**src/rtl/fir_filter_seq.sv**
```systemverilog
// fir_filter_seq: runtime-programmable FIR filter with one shared multiplier
// stepped across the taps, one tap per cycle, and valid/ready on both sample ports.
module fir_filter_seq #(
    parameter int DATA_W = 8,
    parameter int COEF_W = 8,
    parameter int TAPS   = 4,
    parameter int ACC_W  = DATA_W + COEF_W + $clog2(TAPS)
) (
    input  logic                    clk,
    input  logic                    reset,
    input  logic [DATA_W-1:0]       x_in,
    input  logic                    in_valid,
    output logic                    in_ready,
    output logic [ACC_W-1:0]        y_out,
    output logic                    out_valid,
    input  logic                    out_ready,
    input  logic                    coef_we,
    input  logic [$clog2(TAPS)-1:0] coef_addr,
    input  logic [COEF_W-1:0]       coef_data,
    output logic                    coef_ready
);
    localparam int AW = $clog2(TAPS);
    localparam int PW = DATA_W + COEF_W;
    localparam logic [1:0] S_IDLE = 2'd0;
    localparam logic [1:0] S_MAC  = 2'd1;
    localparam logic [1:0] S_OUT  = 2'd2;
    localparam logic [AW-1:0] LP_LAST = AW'(TAPS - 1);

    logic [1:0]        r_state;
    logic [DATA_W-1:0] r_x [TAPS];
    logic [COEF_W-1:0] r_h [TAPS];
    logic [ACC_W-1:0]  r_acc;
    logic [AW-1:0]     r_k;
    logic [ACC_W-1:0]  r_y;
    logic              r_outValid;

    logic              w_addrOk;
    logic              w_coefWrite;
    logic signed [PW-1:0] w_prod;
    logic [ACC_W-1:0]  w_sum;

    assign in_ready   = (r_state == S_IDLE);
    assign coef_ready = (r_state == S_IDLE);
    assign y_out      = r_y;
    assign out_valid  = r_outValid;

    // The range check only exists when the address field can encode indices past the last tap.
    generate
        if ((2 ** AW) > TAPS) begin : g_addrChk
            assign w_addrOk = ({1'b0, coef_addr} < (AW + 1)'(TAPS));
        end else begin : g_addrFull
            assign w_addrOk = 1'b1;
        end
    endgenerate

    assign w_coefWrite = coef_we && coef_ready && w_addrOk;
    assign w_prod      = $signed(r_x[r_k]) * $signed(r_h[r_k]);
    assign w_sum       = r_acc + ACC_W'(w_prod);

    always_ff @(posedge clk) begin
        if (reset) begin
            r_state    <= S_IDLE;
            r_acc      <= '0;
            r_k        <= '0;
            r_y        <= '0;
            r_outValid <= 1'b0;
            for (int i = 0; i < TAPS; i++) begin
                r_x[i] <= '0;
            end
        end else begin
            case (r_state)
                S_IDLE: begin
                    if (in_valid) begin
                        for (int i = TAPS - 1; i > 0; i--) begin
                            r_x[i] <= r_x[i-1];
                        end
                        r_x[0]  <= x_in;
                        r_acc   <= '0;
                        r_k     <= '0;
                        r_state <= S_MAC;
                    end
                end
                S_MAC: begin
                    r_acc <= w_sum;
                    r_k   <= r_k + AW'(1);
                    if (r_k == LP_LAST) begin
                        r_y        <= w_sum;
                        r_outValid <= 1'b1;
                        r_state    <= S_OUT;
                    end
                end
                S_OUT: begin
                    if (out_ready) begin
                        r_outValid <= 1'b0;
                        r_state    <= S_IDLE;
                    end
                end
                default: r_state <= S_IDLE;
            endcase
        end
    end

    // Coefficients reset to a ramp 1..TAPS; a write accepted alongside a sample is seen by that sample's MAC pass.
    always_ff @(posedge clk) begin
        if (reset) begin
            for (int i = 0; i < TAPS; i++) begin
                r_h[i] <= COEF_W'(i + 1);
            end
        end else if (w_coefWrite) begin
            r_h[coef_addr] <= coef_data;
        end
    end

endmodule

```
**config.mk**
```make
export PLATFORM = sky130hd
export DESIGN_NAME = fir_filter_seq
export DESIGN_NICKNAME = d
export VERILOG_FILES = /design/src/rtl/fir_filter_seq.sv
export SDC_FILE = /design/constraint.sdc
export NUM_CORES = 1
export LEC_CHECK = 0
export CAP_MARGIN = 0
export CORE_UTILIZATION = 45
export DETAILED_ROUTE_END_ITERATION = 6
export GPL_ROUTABILITY_DRIVEN = 0
export PLACE_DENSITY_LB_ADDON = 0.3
export SETUP_SLACK_MARGIN = 0.4
export SLEW_MARGIN = 10
export SYNTH_ARGS = -nofsm -noshare
export SYNTH_HDL_FRONTEND = slang
export SYNTH_SLANG_ARGS = --single-unit
```
**constraint.sdc**
```tcl
create_clock -name clk -period 6.75 [get_ports clk]
set_clock_uncertainty 0.1 [all_clocks]
set_input_delay 1.0125 -clock clk [delete_from_list [all_inputs] [get_ports clk]]
set_output_delay 1.0125 -clock clk [all_outputs]
set_load 0.01 [all_outputs]
```
; ---- Word level (Yosys, flattened, before mapping)
; Memories as Yosys holds them, arrays and structs flattened. A register that Yosys moved wholly into a read port is not among the register bits.
; Cells that the tools add are included.
; Widths: inputs -> output; s select.
[totals]
out_inout_bits = 21
memories = 2
ramBits = 64
ff_bits = 41
[mem_list]
columns = name, words, width, rd, rd_clocked_by_memory_dff, write_ports, line
row1 = r_h, 4, 8, 1, 1, 4, 31  ; logic [COEF_W-1:0] r_h [TAPS];
row2 = r_x, 4, 8, 4, 1, 4, 30  ; logic [DATA_W-1:0] r_x [TAPS];
[op_classes]
n_mul = 1
n_bitwise = 4
muxes = 31
reduce_logical = 9
n_eq_ne = 6
addsub = 2
[op_table]
columns = operator, n
row1 = $mux 8, 5
row2 = $pmux 18 s2, 1
row3 = $add 18x18->18, 1
row4 = $mux 18, 1
row5 = $mux 2, 9
row6 = $mul 8x8->16, 1
row7 = $mux 1, 12
row8 = $reduce_or 8->1, 1
row9 = $ne 2x2->1 const B, 3
row10 = $pmux 2 s3, 1
row11 = $reduce_and 3->1, 2
row12 = $eq 2x2->1 const B, 2
row13 = $or 1x1->1, 4
row14 = $pmux 2 s2, 1
row15 = $reduce_and 2->1, 2
row16 = $reduce_bool 2->1, 2
row17 = $add 2x1->2 const B, 1
row18 = $eq 2x1->1 const B, 1
row19 = $logic_not 2->1, 1
row20 = $pmux 1 s2, 1
row21 = $logic_and 1x1->1, 1

; ---- Depth between registers and ports, before layout
; Gate-level depths: netlist of the first run.
[depth]
word_depth = 7
depth_mapped = 28
depth_no_buf = 27

; ---- Worst setup path after synthesis of the first run
; Ideal clock, no wire load.
[synth_path]
path_type = register to register
from = reg with a tool-made name
to = reg r_y[17] (netlist: y_out[17])
path_stages_with_launch = 27
setup_ps = 70
slack_ps = 203
t_arrival_ps = 6377
n_path_buf = 2
path_cell_list = dfxtp_1 buf_2 buf_2 mux4_2 and2_1 fa_1 inv_1 fa_1 inv_1 fa_1 inv_1 fa_1 inv_1 ha_1 nand2_2 nor2_1 a31oi_1 nor2b_1 xnor2_1 ha_1 a21o_1 o32a_1 a21oi_1 o21ai_1 o31ai_2 xor3_1 a21oi_1
[synth_lines]
columns = element, line
row1 = to (signal assigned), 87  ; r_y <= w_sum;
row2 = to (decl), 34  ; logic [ACC_W-1:0] r_y;

==> results of run 1 <==
stage by stage:
step	hold WS (ns)	cell area (um^2)	util, %	power (mW)	cells
2_1_floorplan	0.332	7790	-	2.41	759
3_5_place_dp	0.348	8530	51.1	2.89	1015
3_3_place_gp	0.345	8530	51.1	2.88	1015
5_1_grt	0.383	9650	57.8	4.58	1070
6_report	0.356	9650	57.8	4.29	1070
4_1_cts	0.360	9370	56.1	3.88	1058
report_power, final:
group / switching [mW] / internal, mW / leakage (nW)
sequential: 0.0268 / 0.742 / 1.01
clock: 0.274 / 0.286 / 0.156
combinational: 1.59 / 1.38 / 2.93
cell usage after synthesis (all sizes together) (2+ instances only):
cell type  count
ha            47
o21a           5
xnor2         17
dfxtp         43
nand2b         8
and2         102
nand2         55
o21bai         2
or2            6
o21ai         22
a31oi          4
or4            3
a211oi         5
xor2           9
or3            4
nand4          5
nor3b          2
buf            6
nor2          43
nor2b          3
nand3         13
a21o          11
and3           7
mux2i          3
nor3           9
o311ai         2
a22o           2
inv          102
o31a           2
mux4          15
a32oi          3
o31ai          3
a21oi         31
nor4           3
edfxtp        64
a21boi         2
clkbuf        16
o211ai         4
and4           2
fa            56
a22oi          9
registers in the layout (all words and copies together) (netlist names), named ones only:
signal,flops
r_k,2
out_valid,1
r_h,32
r_x,32
y_out,18
r_state,2
r_acc,18
logic make-up after synthesis:
logic type	after synthesis	share of synthesized area, %
flops	107	35.8
fa+ha+maj	103	22.0
buf+inv	124	6.08
simple gates	266	18.1
mux	19	4.88
xor+xnor	27	3.43
compound gates	113	9.77
routing by layer:
layer | GRT usage [%] | wire length (um) | vias up | part of all wire [%]
met2 | 30.3 | 8170 | 91 | 48
li1 | - | - | 2743 | -
met4 | 6.57 | 298 | 0 | 1.8
met5 | 0 | 0 | - | 0
met3 | 3.42 | 525 | 21 | 3.1
met1 | 26.5 | 7870 | 2767 | 47
what timing repair did:
action | in CTS | in global routing
gates cloned | 2 | 0
gates resized for setup | 65 | 45
buffers inserted | 25 | 12
pin swaps | 43 | 42
setup endpoints to repair | 9 | 14
final cells by class:
type	instances	area, um^2	area share (%)
Clock inverter	6	65.1	0.674
Timing Repair Buffer	97	947	9.81
Inverter	102	383	3.97
Sequential cell	107	2790	28.9
Clock buffer	10	250	2.59
Tap cell	220	275	2.85
Multi-Input combinational cell	528	4950	51.2
worst paths after layout:
| path | start | end | slack (ns) | depth (start not counted) |
|---|---|---|---|---|
| worst max-delay path | flip-flop | y_out[15] | 0.32 | 24 |
| worst min-delay path | y_out[3] | y_out[3] | 0.36 | 2 |
| worst max register to register | flip-flop | y_out[15] | 0.32 | 24 |
| worst min register to register | y_out[3] | y_out[3] | 0.36 | 2 |
critical path, cell delays in order (launching register included):
cell and delay (ns):
dfxtp_4 0.39, buf_6 0.12, buf_16 0.11, mux4_2 0.61
and2_1 0.20, fa_1 0.50, fa_1 0.46, fa_1 0.55
inv_1 0.05, fa_1 0.52, inv_1 0.07, ha_4 0.28
a21oi_4 0.17, nor3_4 0.06, a31oi_2 0.17, nor2b_4 0.17
xnor2_1 0.14, ha_1 0.29, a21o_1 0.19, o32a_1 0.39
buf_4 0.15, buf_6 0.11, a31oi_2 0.24, mux2i_1 0.11
a31o_1 0.18
==> results.sh, run 1 <==
export IMPL_synth_edf_count=64
export IMPL_clockBufferDepth=2
export IMPL_finalHoldViolCount=0
export IMPL_finalWorstSetupSlack_ns=0.324
export IMPL_ios=44
export IMPL_worst_path_max_fanout=7
export IMPL_finalCriticalPeriod_ns=6.43
export IMPL_crit_path_end_kind="flip-flop"
export IMPL_clk_pin_slew_worst_paths_ns=0.08
export IMPL_crit_path_start_kind="flip-flop"
export IMPL_nNetsFinal=971
export IMPL_rsz0062_at_grt="true"
export IMPL_critPathKind="reg2reg"
export IMPL_insertion_delay_ns=0.37
export IMPL_crit_arrival_ns=6.59
export IMPL_syn2layout_area_growth_pct=24.2
export IMPL_num_antenna_cells=0
export IMPL_wl_per_cell_um=15.8
export IMPL_drive_gt1_share_pct=20.8
export IMPL_synthCells=759
export IMPL_syn_num_nets=885
export IMPL_htreeDepth=3
export IMPL_synth_top_area_share_pct=24.7
export IMPL_hold_path_class="reg2reg"
export IMPL_max_freq_ghz=0.156
export IMPL_hold_buffers=0
export IMPL_synth_cell_area_um2=7780
export IMPL_layout_commonest_cell="and2_1"
export IMPL_ys_seq_elements=107
export IMPL_grt_usage_pct=19.1
export IMPL_drtAntennaViolNets=0
export IMPL_status="complete, no violations"
export IMPL_ys_flop_type="edfxtp_1"
export IMPL_post_place_ws_ns=0.0459
export IMPL_required_ns=6.92
export IMPL_slew_headroom_pct=42.8
export IMPL_drt_iter0_drc=314
export IMPL_viasPerCell=5.25
export IMPL_worstMarginPinSlew_ns=0.857
export IMPL_die_h_um=133
export IMPL_dr_pass1_iters=4
export IMPL_hpwl_um=11900
export IMPL_period_share_pct=95.2
export IMPL_grt_pass1_vias=5456
export IMPL_die_area_um2=17800
export IMPL_grt_overflow=0
export IMPL_antenna_found_initial=0
export IMPL_grt_max_degree=41
export IMPL_fillers=1413
export IMPL_initial_core_util_pct=46.6
export IMPL_layout_common_cells="and2_1 (94), inv_1 (92), edfxtp_1 (64)"
export IMPL_synth_warning_count=0
export IMPL_cts_buffers=9
export IMPL_yosys_area_top_type="edfxtp_1"
export IMPL_synth_seq_area_share_pct=35.8
export IMPL_final_max_slew_viol_count=0
export IMPL_cap_viol_max_count=0
export IMPL_synth_area_leaders="edfxtp_1 (25%), fa_1 (14%), dfxtp_1 (11%), and2_1 (8.2%), ha_1 (7.6%)"
export IMPL_vdd_drop_max_mv=0.353
export IMPL_clock_sinks=107
export IMPL_p_leak_nw=4.10
export IMPL_powerDensity_nw_per_um2=445
export IMPL_fp_coreArea_um2=16700
export IMPL_drt_drc_violations_left=0
export IMPL_rows=47
export IMPL_setup_viol=0
export IMPL_cts_root_buf="clkbuf_16"
export IMPL_setup_tns_final_ns=0
export IMPL_drt_wl_total_um=16900
export IMPL_portBuffers=43
export IMPL_synth_distinct_cells=60
export IMPL_cts_tree="yes"
export IMPL_synth_avg_cell_area_um2=10.2
export IMPL_vias=5622
export IMPL_die_w_um=133
export IMPL_async_flop_share_pct=0
export IMPL_grt_pass1_wl_um=26700
(Power assumes the default switching activity.)
==> inputs of run 2 (changes only) <==
==> constraint.sdc (replaced) <==
create_clock -name clk -period 7.68 [get_ports clk]
set_clock_uncertainty 0.1 [all_clocks]
set_input_delay 1.152 -clock clk [delete_from_list [all_inputs] [get_ports clk]]
set_output_delay 1.152 -clock clk [all_outputs]
set_load 0.01 [all_outputs]
==> run 2 against run 1 <==
  * Final area is 9.5% lower
  * Via count is 4.5% lower
  * Fmax is 5.7% lower
  * Power is 32% lower
  * Critical path type unchanged
  * Critical endpoint is now r_acc[17]
  * Largest cell class unchanged
==> results.sh, run 2 (synthesized netlist as in run 1, its figures left out) <==
export IMPL_syn2layout_area_growth_pct=12.4
export IMPL_crit_path_end_kind="flip-flop"
export IMPL_viasPerCell=5.25
export IMPL_num_antenna_cells=0
export IMPL_required_ns=7.85
export IMPL_die_w_um=133
export IMPL_intPower_mw=1.62
export IMPL_post_cts_buffers=0
export IMPL_antenna_found_initial=0
export IMPL_power_frac_clock_pct=15.9
export IMPL_top_regs="r_h x32, r_x x32"
export IMPL_grt_max_degree=41
export IMPL_clock_sinks=107
export IMPL_ios=44
export IMPL_critPathKind="reg2reg"
export IMPL_utilization_pct=52.3
export IMPL_finalHoldViolCount=0
export IMPL_rr_endpoint="r_acc[17]"
export IMPL_drt_drc_violations_left=0
export IMPL_drt_wl_total_um=15300
export IMPL_initial_core_util_pct=46.6
export IMPL_portBuffers=43
export IMPL_status="complete, no violations"
export IMPL_rsz0062_at_grt="false"
export IMPL_clockBufferDepth=2
export IMPL_grt_overflow=0
export IMPL_r2r_slack_ns=0.86
export IMPL_grt_pass1_vias=5359
export IMPL_switching_share_pct=44.7
export IMPL_cts_resized=0
export IMPL_fp_coreArea_um2=16700
export IMPL_crit_arrival_ns=6.99
export IMPL_crit_end="r_acc[17]"
export IMPL_worst_path_max_fanout=13
export IMPL_drive_gt1_share_pct=6.48
export IMPL_hold_buffers=0
export IMPL_layout_common_cells="inv_1 (102), and2_1 (102), edfxtp_1 (64)"
export IMPL_power_frac_comb_pct=61.1
export IMPL_crit_path_start_kind="flip-flop"
export IMPL_use_met1_pct=26.2
export IMPL_cts_root_buf="clkbuf_16"
export IMPL_met3_usage_pct=3.23
export IMPL_final_max_slew_viol_count=0
export IMPL_p_leak_nw=3.77
export IMPL_grt_usage_pct=18.5
export IMPL_grt_busiest_layer="met2"
export IMPL_hpwl_um=11900
export IMPL_hold_path_class="reg2reg"
export IMPL_wl_per_cell_um=15.0
export IMPL_drtAntennaViolNets=0
export IMPL_cts_tree="yes"
export IMPL_finalCriticalPeriod_ns=6.82
export IMPL_powerDensity_nw_per_um2=335
export IMPL_vias=5368
export IMPL_grt_pass1_wl_um=26100
export IMPL_gr_usage_met2_pct=29.1
export IMPL_insertion_delay_ns=0.37
export IMPL_rows=47
export IMPL_setup_viol=0
export IMPL_htreeDepth=3
export IMPL_slew_headroom_pct=45.6
export IMPL_vdd_drop_max_mv=0.199
export IMPL_dr_pass1_iters=7
export IMPL_cts_buffers=9
export IMPL_die_area_um2=17800
export IMPL_rr_worst_depth=26
export IMPL_max_freq_ghz=0.147
export IMPL_worstMarginPinSlew_ns=0.814
export IMPL_die_h_um=133
export IMPL_cap_viol_max_count=0
export IMPL_nNetsFinal=924
export IMPL_p_seq_share_pct=23.0
export IMPL_period_share_pct=88.8
export IMPL_clk_pin_slew_worst_paths_ns=0.08
export IMPL_drt_iter0_drc=273
export IMPL_power_switching_mw=1.31
export IMPL_setup_tns_final_ns=0
-- run 2: power by group through the flow --
stage | sequential (mW) | combinational [mW] | clock [mW]
finish | 0.674 | 1.79 | 0.466
floorplan | 0.678 | 1.44 | 0
CTS | 0.674 | 1.80 | 0.472
detailed placement | 0.686 | 1.79 | 0
global placement | 0.687 | 1.77 | 0
global route | 0.679 | 2.02 | 0.494
-- run 2: worst max-delay path, cell delays in order, from the launching register on --
cell,delay (ns)
dfxtp_1,0.43
buf_4,0.27
mux2i_1,0.24
nand2_1,0.07
o21ai_1,0.35
or2_1,0.22
fa_1,0.42
fa_1,0.55
inv_1,0.06
fa_1,0.53
inv_1,0.05
fa_1,0.52
inv_1,0.04
ha_1,0.31
a21oi_1,0.23
o21bai_1,0.10
a21oi_1,0.25
o21ai_1,0.17
xor2_1,0.17
ha_1,0.40
o21a_1,0.16
o32a_1,0.24
a21oi_1,0.09
o21ai_1,0.25
o31ai_2,0.13
xor2_1,0.15
o311ai_1,0.22
-- run 2: layer usage --
layer	vias to the layer above	wire length, um
met3	16	600
met5	-	0
met4	0	232
met1	2621	7500
met2	85	6990
li1	2646	-
-- run 2: cell type report --
cell class	count	area, um^2
well taps	220	275
flip-flops and latches	107	2780
clock buffers	9	225
repair buffers	50	483
fillers	1522	7960
multi-input cells	528	4520
inverters	102	383
clock inverters	7	70.1
-- run 2: worst min path at each step --
stage	startpoint	end	slack [ns]	cells past startpoint
2_1_floorplan	r_acc[14]	r_acc[14]	0.33	2
3_3_place_gp	r_acc[15]	r_acc[15]	0.34	2
3_5_place_dp	r_acc[15]	r_acc[15]	0.35	2
4_1_cts	r_acc[9]	r_acc[9]	0.36	2
5_1_grt	y_out[5]	y_out[5]	0.38	2
6_report	r_acc[9]	r_acc[9]	0.35	2
-- run 2: metrics by stage --
stage	worst slack, ns	instance area (um^2)	cells	power, mW	hold slack (ns)
2_1_floorplan	1.13	7780	759	2.12	0.332
3_3_place_gp	0.971	8440	1007	2.46	0.342
3_5_place_dp	0.856	8440	1007	2.48	0.347
4_1_cts	0.855	8740	1023	2.94	0.358
5_1_grt	0.461	8740	1023	3.19	0.377
6_report	0.864	8740	1023	2.93	0.355
